===== config.mk =====
export PLATFORM = sky130hd
export DESIGN_NAME = srec_mem_writer
export DESIGN_NICKNAME = d
export VERILOG_FILES = /design/src/rtl/srec_pkg.sv /design/src/rtl/hex_ascii_decode.sv /design/src/rtl/srec_mem_writer.sv
export SDC_FILE = /design/constraint.sdc
export NUM_CORES = 1
export LEC_CHECK = 0
export ABC_AREA = 1
export CORE_AREA = 2 2 129 131
export CTS_CLUSTER_DIAMETER = 40
export DETAILED_ROUTE_END_ITERATION = 8
export DIE_AREA = 0 0 131 133
export RECOVER_POWER = 100
export SYNTH_ARGS = -nofsm -noshare
export SYNTH_HDL_FRONTEND = slang
export SYNTH_SLANG_ARGS = --single-unit

===== constraint.sdc =====
create_clock -name Clock -period 3.57 [get_ports Clock]
set_input_delay 0.357 -clock Clock [delete_from_list [all_inputs] [get_ports Clock]]
set_output_delay 0.357 -clock Clock [all_outputs]
set_load 0.05 [all_outputs]

===== src/rtl/srec_pkg.sv =====
// Shared definitions for the S-record memory writer: parser state encoding,
// record kinds, error codes and the ASCII characters the parser recognises.
package srec_pkg;

  typedef enum logic [2:0] {
    ST_IDLE,
    ST_TYPE,
    ST_COUNT,
    ST_ADDR,
    ST_DATA,
    ST_CKSUM,
    ST_ERROR,
    ST_DONE
  } state_t;

  typedef enum logic [1:0] {
    REC_S0,
    REC_S1,
    REC_S9
  } rec_t;

  localparam logic [2:0] ERR_NONE  = 3'd0;
  localparam logic [2:0] ERR_START = 3'd1;
  localparam logic [2:0] ERR_TYPE  = 3'd2;
  localparam logic [2:0] ERR_HEX   = 3'd3;
  localparam logic [2:0] ERR_COUNT = 3'd4;
  localparam logic [2:0] ERR_CKSUM = 3'd5;

  localparam logic [7:0] ASCII_S  = 8'h53;
  localparam logic [7:0] ASCII_CR = 8'h0D;
  localparam logic [7:0] ASCII_LF = 8'h0A;
  localparam logic [7:0] ASCII_SP = 8'h20;
  localparam logic [7:0] ASCII_0  = 8'h30;
  localparam logic [7:0] ASCII_1  = 8'h31;
  localparam logic [7:0] ASCII_9  = 8'h39;

  // Characters silently skipped between records.
  function automatic logic is_blank(input logic [7:0] c);
    return (c == ASCII_CR) || (c == ASCII_LF) || (c == ASCII_SP);
  endfunction

endpackage


===== src/rtl/hex_ascii_decode.sv =====
// Combinational ASCII hex digit decoder.
// Ports:
//   char_i    in  8  ASCII character
//   valid_o   out 1  character is 0-9, A-F or a-f
//   nibble_o  out 4  decoded value (0 when not valid)
module hex_ascii_decode (
  input  logic [7:0] char_i,
  output logic       valid_o,
  output logic [3:0] nibble_o
);

  always_comb begin
    valid_o  = 1'b1;
    nibble_o = '0;
    if (char_i >= 8'h30 && char_i <= 8'h39) begin
      nibble_o = char_i[3:0];
    end else if ((char_i >= 8'h41 && char_i <= 8'h46) ||
                 (char_i >= 8'h61 && char_i <= 8'h66)) begin
      // 'A'/'a' have low nibble 1, so +9 maps them to 10.
      nibble_o = char_i[3:0] + 4'd9;
    end else begin
      valid_o = 1'b0;
    end
  end

endmodule


===== src/rtl/srec_mem_writer.sv =====
// Motorola S-record (S0/S1/S9) loader: parses an ASCII byte stream, writes
// S1 data bytes into a byte memory, verifies each record checksum and
// captures the S9 entry address.
// Ports:
//   Clock       in   1       rising-edge clock
//   Reset_n     in   1       synchronous active-low reset
//   rx_data     in   8       ASCII character
//   rx_valid    in   1       one-cycle strobe qualifying rx_data
//   mem_addr    out  ADDR_W  write address (holds when mem_we=0)
//   mem_wdata   out  DATA_W  write data (holds when mem_we=0)
//   mem_we      out  1       one-cycle write strobe
//   entry_addr  out  16      S9 entry address
//   rec_count   out  16      S1 records with a good checksum (wraps)
//   busy        out  1       inside a record
//   done        out  1       sticky, valid S9 received
//   error       out  1       sticky, parse/checksum failure
//   err_code    out  3       failure cause
module srec_mem_writer
  import srec_pkg::*;
#(
  parameter int unsigned ADDR_W = 16,
  parameter int unsigned DATA_W = 8
) (
  input  logic              Clock,
  input  logic              Reset_n,
  input  logic [7:0]        rx_data,
  input  logic              rx_valid,
  output logic [ADDR_W-1:0] mem_addr,
  output logic [DATA_W-1:0] mem_wdata,
  output logic              mem_we,
  output logic [15:0]       entry_addr,
  output logic [15:0]       rec_count,
  output logic              busy,
  output logic              done,
  output logic              error,
  output logic [2:0]        err_code
);

  state_t            state_q;
  rec_t              rec_q;
  logic [1:0]        dig_q;       // digit index within the current field
  logic [3:0]        hi_q;        // high nibble of the byte being assembled
  logic [7:0]        cnt_q;
  logic [7:0]        rem_q;
  logic [ADDR_W-1:0] addr_q;
  logic [7:0]        chk_q;
  logic              mem_we_q;
  logic [ADDR_W-1:0] mem_addr_q;
  logic [DATA_W-1:0] mem_wdata_q;
  logic [15:0]       entry_q;
  logic [15:0]       rec_cnt_q;
  logic              busy_q;
  logic              done_q;
  logic              error_q;
  logic [2:0]        err_code_q;

  logic       hex_ok;
  logic [3:0] nib;
  logic [7:0] byte_w;
  logic [7:0] ck_sum;
  logic       in_field;

  hex_ascii_decode u_hex (
    .char_i   (rx_data),
    .valid_o  (hex_ok),
    .nibble_o (nib)
  );

  always_comb begin
    byte_w   = {hi_q, nib};
    ck_sum   = chk_q + byte_w;
    in_field = (state_q == ST_COUNT) || (state_q == ST_ADDR) ||
               (state_q == ST_DATA)  || (state_q == ST_CKSUM);
  end

  always_ff @(posedge Clock) begin
    if (!Reset_n) begin
      state_q     <= ST_IDLE;
      rec_q       <= REC_S0;
      dig_q       <= '0;
      hi_q        <= '0;
      cnt_q       <= '0;
      rem_q       <= '0;
      addr_q      <= '0;
      chk_q       <= '0;
      mem_we_q    <= 1'b0;
      mem_addr_q  <= '0;
      mem_wdata_q <= '0;
      entry_q     <= '0;
      rec_cnt_q   <= '0;
      busy_q      <= 1'b0;
      done_q      <= 1'b0;
      error_q     <= 1'b0;
      err_code_q  <= ERR_NONE;
    end else begin
      mem_we_q <= 1'b0;
      if (rx_valid) begin
        // Bad digit check is shared by every hex field state.
        if (in_field && !hex_ok) begin
          state_q    <= ST_ERROR;
          error_q    <= 1'b1;
          err_code_q <= ERR_HEX;
          busy_q     <= 1'b0;
        end else begin
          unique case (state_q)
            ST_IDLE: begin
              if (rx_data == ASCII_S) begin
                state_q <= ST_TYPE;
                busy_q  <= 1'b1;
              end else if (!is_blank(rx_data)) begin
                state_q    <= ST_ERROR;
                error_q    <= 1'b1;
                err_code_q <= ERR_START;
              end
            end

            ST_TYPE: begin
              dig_q <= '0;
              chk_q <= '0;
              if (rx_data == ASCII_0) begin
                rec_q   <= REC_S0;
                state_q <= ST_COUNT;
              end else if (rx_data == ASCII_1) begin
                rec_q   <= REC_S1;
                state_q <= ST_COUNT;
              end else if (rx_data == ASCII_9) begin
                rec_q   <= REC_S9;
                state_q <= ST_COUNT;
              end else begin
                state_q    <= ST_ERROR;
                error_q    <= 1'b1;
                err_code_q <= ERR_TYPE;
                busy_q     <= 1'b0;
              end
            end

            ST_COUNT: begin
              if (!dig_q[0]) begin
                hi_q  <= nib;
                dig_q <= 2'd1;
              end else begin
                dig_q <= '0;
                cnt_q <= byte_w;
                chk_q <= byte_w;
                if (byte_w < 8'd3) begin
                  state_q    <= ST_ERROR;
                  error_q    <= 1'b1;
                  err_code_q <= ERR_COUNT;
                  busy_q     <= 1'b0;
                end else begin
                  state_q <= ST_ADDR;
                end
              end
            end

            ST_ADDR: begin
              addr_q <= {addr_q[ADDR_W-5:0], nib};
              dig_q  <= dig_q + 2'd1;
              if (!dig_q[0]) begin
                hi_q <= nib;
              end else begin
                chk_q <= ck_sum;
              end
              if (dig_q == 2'd3) begin
                rem_q   <= cnt_q - 8'd3;
                state_q <= (cnt_q == 8'd3) ? ST_CKSUM : ST_DATA;
              end
            end

            ST_DATA: begin
              if (!dig_q[0]) begin
                hi_q  <= nib;
                dig_q <= 2'd1;
              end else begin
                dig_q <= '0;
                chk_q <= ck_sum;
                rem_q <= rem_q - 8'd1;
                if (rec_q == REC_S1) begin
                  mem_we_q    <= 1'b1;
                  mem_addr_q  <= addr_q;
                  mem_wdata_q <= DATA_W'(byte_w);
                  addr_q      <= addr_q + ADDR_W'(1);
                end
                if (rem_q == 8'd1) begin
                  state_q <= ST_CKSUM;
                end
              end
            end

            ST_CKSUM: begin
              if (!dig_q[0]) begin
                hi_q  <= nib;
                dig_q <= 2'd1;
              end else begin
                dig_q  <= '0;
                busy_q <= 1'b0;
                if (ck_sum != 8'hFF) begin
                  state_q    <= ST_ERROR;
                  error_q    <= 1'b1;
                  err_code_q <= ERR_CKSUM;
                end else if (rec_q == REC_S1) begin
                  rec_cnt_q <= rec_cnt_q + 16'd1;
                  state_q   <= ST_IDLE;
                end else if (rec_q == REC_S9) begin
                  entry_q <= addr_q[15:0];
                  done_q  <= 1'b1;
                  state_q <= ST_DONE;
                end else begin
                  state_q <= ST_IDLE;
                end
              end
            end

            default: begin
              // ST_ERROR / ST_DONE: frozen until reset.
            end
          endcase
        end
      end
    end
  end

  assign mem_addr   = mem_addr_q;
  assign mem_wdata  = mem_wdata_q;
  assign mem_we     = mem_we_q;
  assign entry_addr = entry_q;
  assign rec_count  = rec_cnt_q;
  assign busy       = busy_q;
  assign done       = done_q;
  assign error      = error_q;
  assign err_code   = err_code_q;

endmodule


### Word level (Yosys, flattened, before mapping)

Cells that the tools add are included.

| word-level totals | value |
|---|---|
| flip-flop bits (word level) | 114 |
| output and inout port bits | 63 |
| word-level logic and storage cells | 177 |

| operators by class | value |
|---|---|
| add/subtract/negate cells | 7 |
| eq/ne operators | 37 |
| bitwise operators | 7 |
| order comparisons | 7 |
| reductions and logical operators | 35 |
| multiplexer cells | 67 |

Operator list:

| cell | number |
|---|---|
| two-way mux 3 bit | 25 |
| adder 16 x 1 -> 16 bit, second input constant | 2 |
| equality test 8 x 6 -> 1 bit, second input constant | 4 |
| two-way mux 16 bit | 2 |
| two-way mux 8 bit | 4 |
| one-hot mux 16 bit (2 select lines) | 1 |
| one-hot mux 8 bit (3 select lines) | 1 |
| two-way mux 1 bit | 23 |
| AND reduction 5 bit | 4 |
| inequality test 3 bit, second input constant | 6 |
| one-hot mux 3 bit (6 select lines) | 1 |
| equality test 8 x 4 -> 1 bit, second input constant | 2 |
| greater-or-equal comparator 8 x 7 -> 1 bit, second input constant | 2 |
| less-or-equal comparator 8 x 7 -> 1 bit, second input constant | 2 |
| one-hot mux 8 bit (2 select lines) | 1 |
| inequality test 3 x 1 -> 1 bit, second input constant | 4 |
| one-hot mux 3 bit (4 select lines) | 1 |
| AND reduction 4 bit | 3 |
| AND reduction 11 bit | 1 |
| inequality test 3 x 2 -> 1 bit, second input constant | 3 |
| AND reduction 9 bit | 1 |
| nonzero test 3 bit | 3 |
| adder 8 bit | 1 |
| equality test 8 x 1 -> 1 bit, second input constant | 1 |
| 38 further kinds | 62 |

### Longest topological paths before layout

Gate-level depths: netlist of run 1.

| depth | value |
|---|---|
| word-level depth | 11 |
| gate-level depth with buffers | 25 |
| mapped depth without buffers | 25 |

### Modules after synthesis

A second synthesis of run 1 with hierarchy kept.

| second synthesis, totals | value |
|---|---|
| cells, all modules | 921 |
| area total of the unflattened synthesis | 6248.5 µm² |

By module, submodules not included:

| module | cells an instance | times used | area each (µm²) |
|---|---|---|---|
| srec_mem_writer | 888 | 1 | 6073.3 |
| hex_ascii_decode | 33 | 1 | 175.2 |

### Least setup slack after synthesis of run 1

Ideal clock, no wire load.

| timing path | value |
|---|---|
| path type | in2reg |
| start | in rx_data[3] |
| end | reg entry_q[12], in the netlist entry_addr[12] |
| buffers on the path | 2 |
| data arrival time | 3022 ps |
| library setup time | 119 ps |
| stages | 18 |
| slack | 429 ps |
| cell sequence | buf_2 > nor3_1 > nand3_1 > o21ai_1 > ha_1 > inv_1 > fa_1 > inv_1 > nand3_1 > nand4_1 > nand2_1 > nor2_1 > nand2_1 > nor2_1 > nand3_2 > buf_2 > o21ai_0 > a21oi_1 |

| on the way | value |
|---|---|
| word-level cells in the longest chain between the ends | 9 |

RTL lines:

| element | RTL line | source |
|---|---|---|
| start, declared | srec_mem_writer.sv:26 | `input logic [7:0] rx_data,` |
| greater-or-equal comparator 8 x 7 -> 1 bit, or another cell as far along | hex_ascii_decode.sv:17 | `end else if ((char_i >= 8'h41 && char_i <= 8'h46) \|\|` |
| logical AND 1 bit (on tied branches) | hex_ascii_decode.sv:17, hex_ascii_decode.sv:18 |  |
| logical OR 1 bit | hex_ascii_decode.sv:17 |  |
| two-way mux 4 bit | hex_ascii_decode.sv:17 |  |
| two-way mux 4 bit (*) | hex_ascii_decode.sv:15 | `if (char_i >= 8'h30 && char_i <= 8'h39) begin` |
| via nib[0] | srec_mem_writer.sv:58 | `logic [3:0] nib;` |
| adder 8 bit (*) | srec_mem_writer.sv:71 | `ck_sum = chk_q + byte_w;` |
| inequality test 8 bit (*) | srec_mem_writer.sv:197 | `if (ck_sum != 8'hFF) begin` |
| NOT 1 bit (no line) (*) | n/a |  |
| AND reduction 7 bit (no line) (*) | n/a |  |
| end signal, assigned | srec_mem_writer.sv:205 | `entry_q <= addr_q[15:0];` |
| end, declared | srec_mem_writer.sv:50 | `logic [15:0] entry_q;` |

Mark *: on every way through the listed nets, which the timed path passes. The rest lies on a longest branch.
A chain may end at the register's enable or synchronous reset.

### Final worst setup path of run 1

| timing path | value |
|---|---|
| start | in rx_data[0] |
| end | reg rec_cnt_q[15], in the netlist rec_count[15] |

| on the way | value |
|---|---|
| word-level cells in the longest chain between the ends | 9 |

RTL lines:

| element | RTL line | source |
|---|---|---|
| greater-or-equal comparator 8 x 7 -> 1 bit, or another cell as far along | hex_ascii_decode.sv:17 |  |
| logical AND 1 bit (on tied branches) | hex_ascii_decode.sv:17, hex_ascii_decode.sv:18 |  |
| logical OR 1 bit | hex_ascii_decode.sv:17 |  |
| two-way mux 4 bit | hex_ascii_decode.sv:17 |  |
| two-way mux 4 bit (*) | hex_ascii_decode.sv:15 |  |
| via nib[0] | srec_mem_writer.sv:58 |  |
| adder 8 bit (*) | srec_mem_writer.sv:71 |  |
| inequality test 8 bit (*) | srec_mem_writer.sv:197 |  |
| NOT 1 bit (no line) (*) | n/a |  |
| AND reduction 6 bit (no line) (*) | n/a |  |
| end signal, assigned | srec_mem_writer.sv:202 | `rec_cnt_q <= rec_cnt_q + 16'd1;` |
| end, declared | srec_mem_writer.sv:51 | `logic [15:0] rec_cnt_q;` |

Marked as above.

==> results of run 1 <==
-- worst min-delay path by stage --
stage | startpoint | end | slack [ns] | cells past startpoint
after global routing | Reset_n | cnt_q[0]$_SDFFE_PN0P_ | 0.40 | 3
after CTS | Reset_n | cnt_q[4]$_SDFFE_PN0P_ | 0.37 | 3
after global placement | entry_addr[2]$_SDFFE_PN0P_ | entry_addr[2]$_SDFFE_PN0P_ | 0.43 | 2
after detailed placement | entry_addr[2]$_SDFFE_PN0P_ | entry_addr[2]$_SDFFE_PN0P_ | 0.44 | 2
final | Reset_n | entry_addr[1]$_SDFFE_PN0P_ | 0.38 | 3
after floorplan | rem_q[7]$_SDFFE_PN0P_ | rem_q[7]$_SDFFE_PN0P_ | 0.44 | 2
-- stage by stage --
stage	area [sq um]	instances	setup TNS (ns)	total power, W
2_1_floorplan	6257	917	0	0.002346
3_3_place_gp	7380	1213	-3.674	0.002660
3_5_place_dp	7380	1213	-5.193	0.002660
4_1_cts	8005	1245	0	0.004485
5_1_grt	7986	1247	0	0.004659
6_report	7986	1247	0	0.004422
-- layer usage --
| metal | global-route usage [%] | part of all wire, % | vias up | wire length (um) |
|---|---|---|---|---|
| met5 | 0 | 0 | - | 0 |
| met2 | 29.42 | 44 | 132 | 7263 |
| met1 | 28.42 | 50 | 2708 | 8258 |
| met4 | 6.442 | 1.7 | 0 | 280 |
| li1 | - | - | 3217 | - |
| met3 | 4.367 | 4.3 | 21 | 718 |
-- sequential cells by signal, summed over array words and instances, names as in the netlist, 4 cells and up --
register and cells:
addr_q 16, entry_addr 16, mem_addr 16, rec_count 16
chk_q 8, cnt_q 8, mem_wdata 8, rem_q 8
hi_q 4
-- worst max-delay path: stages --
cell and delay [ns]:
clkdlybuf4s50_1 0.51, inv_1 0.07, ha_1 0.23, nand3_1 0.11
nand3_1 0.13, o21ai_2 0.18, ha_2 0.20, inv_1 0.05
fa_2 0.35, inv_1 0.09, nand3_1 0.10, nand4_1 0.11
nand2_1 0.06, nor2_1 0.13, nand4_1 0.20, clkinvlp_2 0.25
nand3_1 0.15, nor2_1 0.15, nand2_1 0.06, nand2_1 0.05
nor2_1 0.04
-- final cells by class --
| cell class | count | area [sq um] |
|---|---|---|
| timing repair inverter | 1 | 7.507 |
| timing repair buffer | 111 | 1013 |
| multi-input combinational | 642 | 3304 |
| sequential | 114 | 2282 |
| clock buffer | 19 | 442.9 |
| inverter | 127 | 478.0 |
| tap | 220 | 275.3 |
| clock inverter | 13 | 182.7 |
| fill | 1613 | 8185 |
-- cells by family after synthesis --
kind of cell | count (synthesis) | synth area share (%)
flops | 114 | 36.47
fa+ha+maj | 18 | 3.719
compound gates | 221 | 19.00
buf+inv | 161 | 10.32
xor+xnor | 24 | 3.359
simple gates | 379 | 27.13
-- power by group through the flow --
stage / registers [W] / logic, W / clock network (W)
floorplan: 0.00155 / 0.000793 / 0
global route: 0.00151 / 0.00125 / 0.00189
global placement: 0.00152 / 0.00114 / 0
finish: 0.00150 / 0.00111 / 0.00181
CTS: 0.00150 / 0.00115 / 0.00184
detailed placement: 0.00152 / 0.00114 / 0
-- what timing repair did --
item	CTS	global route
setup endpoints to repair	0	39
buffers inserted	0	1
endpoints found under the hold margin	0	0
resized for setup	0	12
-- cell usage in the layout (no fill, tap or decap), types with 3 or more instances in the layout --
cell type        instances
nor2_2                   4
nand2_1                158
nand4_1                 16
o22ai_1                  3
nor4_1                   3
o21ai_0                 85
a21oi_1                104
dfxtp_1                114
clkbuf_16               17
clkbuf_4                 3
buf_4                   31
ha_1                    15
xnor2_1                  7
nand3b_1                 5
clkinv_2                 4
clkdlybuf4s50_1          9
dlygate4sd3_1           63
inv_2                    3
or2_2                    4
clkbuf_1                 3
o211ai_1                 6
nand2b_1                 4
clkinv_1                 3
a31oi_1                  8
nor3_1                  17
nor2_1                 106
inv_1                  120
bufinv_16                4
xor2_1                  17
nand3_1                 51
a211oi_1                 5
==> results.sh, run 1 <==
export IMPL_status="finished, final reports clean"
export IMPL_setup_worst_path_start="rx_data[0]"
export IMPL_cts_sinks=114
export IMPL_antennaDiodeCount=0
export IMPL_slew_headroom_pct=31.79
export IMPL_grt_util_all_layers_pct=19.82
export IMPL_syn_to_final_growth_pct=27.63
export IMPL_setup_ws_ns=0.2897
export IMPL_fp_dieH_um=133
export IMPL_ys_top_cells_by_count="nand2_1, inv_1, dfxtp_1"
export IMPL_yosys_area_top_type="dfxtp_1"
export IMPL_critical_path_arrival_ns=3.60
export IMPL_rr_endpoint="chk_q[3]$_SDFFE_PN0P_"
export IMPL_slew_violations=0
export IMPL_htree_levels=4
export IMPL_fin_skew_ns=0.008451
export IMPL_max_freq_mhz=304.8
export IMPL_numCtsBuffers=17
export IMPL_hpwl_um=11680
export IMPL_seq_power_share_pct=33.8
export IMPL_num_vias=6078
export IMPL_yosysWarnings=0
export IMPL_routed_wl_um=16520
export IMPL_clkTransAtPathRegs_ns=0.06
export IMPL_syn_area_per_cell_sq_um=6.824
export IMPL_power_density_nw_per_um2=553.7
export IMPL_tightest_slew_ns=1.023
export IMPL_holdWs_ns=0.3781
export IMPL_end_kind="flop"
export IMPL_synthesis_area_sq_um=6257
export IMPL_cts_buffer_depth=2
export IMPL_overflow=0
export IMPL_port_buffers=73
export IMPL_ir_worst_vdd_uv=512.7
export IMPL_synth_flop_cell="dfxtp_1"
export IMPL_ant_nets=0
export IMPL_avgViaCountPerCell=4.874
export IMPL_power_switching_w=0.001496
export IMPL_initial_core_util_pct=38.69
export IMPL_endpoint="rec_count[15]$_SDFFE_PN0P_"
export IMPL_num_rows=47
export IMPL_critPathLaunchType="input pin"
export IMPL_yosys_area_top_type_share_pct=36.47
export IMPL_crit_reg2reg_launch="state_q[1]$_SDFFE_PN0P_"
export IMPL_drt_iter0_drc=327
export IMPL_r2r_cells=12
export IMPL_clkPwrFrac_pct=41.0
export IMPL_cts_root_buf="clkbuf_16"
export IMPL_syn_nets=946
export IMPL_grt_pass1_wl_um=27400
export IMPL_die_w_um=131
export IMPL_layout_drive_gt1_share_pct=9.153
export IMPL_hold_violations=0
export IMPL_period_minus_slack_ns=3.280
export IMPL_period_share_pct=91.89
export IMPL_wl_per_cell_um=13.25
export IMPL_ys_types=46
export IMPL_die_area_sq_um=17420
export IMPL_synth_edff_count=0
export IMPL_io_pins=74
export IMPL_grt_pass1_vias=5498
export IMPL_grt_start_max_net_pins=52
export IMPL_switching_share_pct=33.82
export IMPL_p_comb_share_pct=25.2
export IMPL_synth_area_leaders="dfxtp_1, nand2_1, a21oi_1"
export IMPL_rrSetupSlack_ns=0.46
export IMPL_setup_viol=0
export IMPL_worstHoldPathType="in2reg"
export IMPL_core_area_sq_um=16170
export IMPL_antenna_found_initial=0
export IMPL_drc=0
export IMPL_nNetsFinal=1043
export IMPL_ys_seq_area_share_pct=36.47
export IMPL_insertion_delay_ns=0.42
export IMPL_drv_cap=0
export IMPL_fin_util_pct=49.38
export IMPL_critPathKind="in2reg"
export IMPL_internal_power_w=0.002926
export IMPL_crit_path_max_fanout=5
export IMPL_synth_most_common_cell="nand2_1"
export IMPL_leakagePower_nw=3.390
export IMPL_pre_cts_slack_ns=-0.2135
export IMPL_cts_tree="built"
export IMPL_first_pass_iters=4
export IMPL_worstPathRequired_ns=3.89
export IMPL_ys_ff_latch=114
export IMPL_async_flop_share_pct=0
export IMPL_hold_buffers=0
export IMPL_netlist_instances=917
export IMPL_gp_congestion=0.8915
export IMPL_rsz0062_at_grt="no"
No activity file was read; power rests on OpenSTA's default activity.
==> run 2: changes to the inputs <==
--- a/config.mk
+++ b/config.mk
@@ -8,6 +8,7 @@
 export ABC_AREA = 1
 export CORE_AREA = 2 2 129 131
 export CTS_CLUSTER_DIAMETER = 40
+export CTS_CLUSTER_SIZE = 10
 export DETAILED_ROUTE_END_ITERATION = 8
 export DIE_AREA = 0 0 131 133
 export RECOVER_POWER = 100
==> results of run 2 <==
No change in the layout: final DEF, timing and power equal those of run 1.
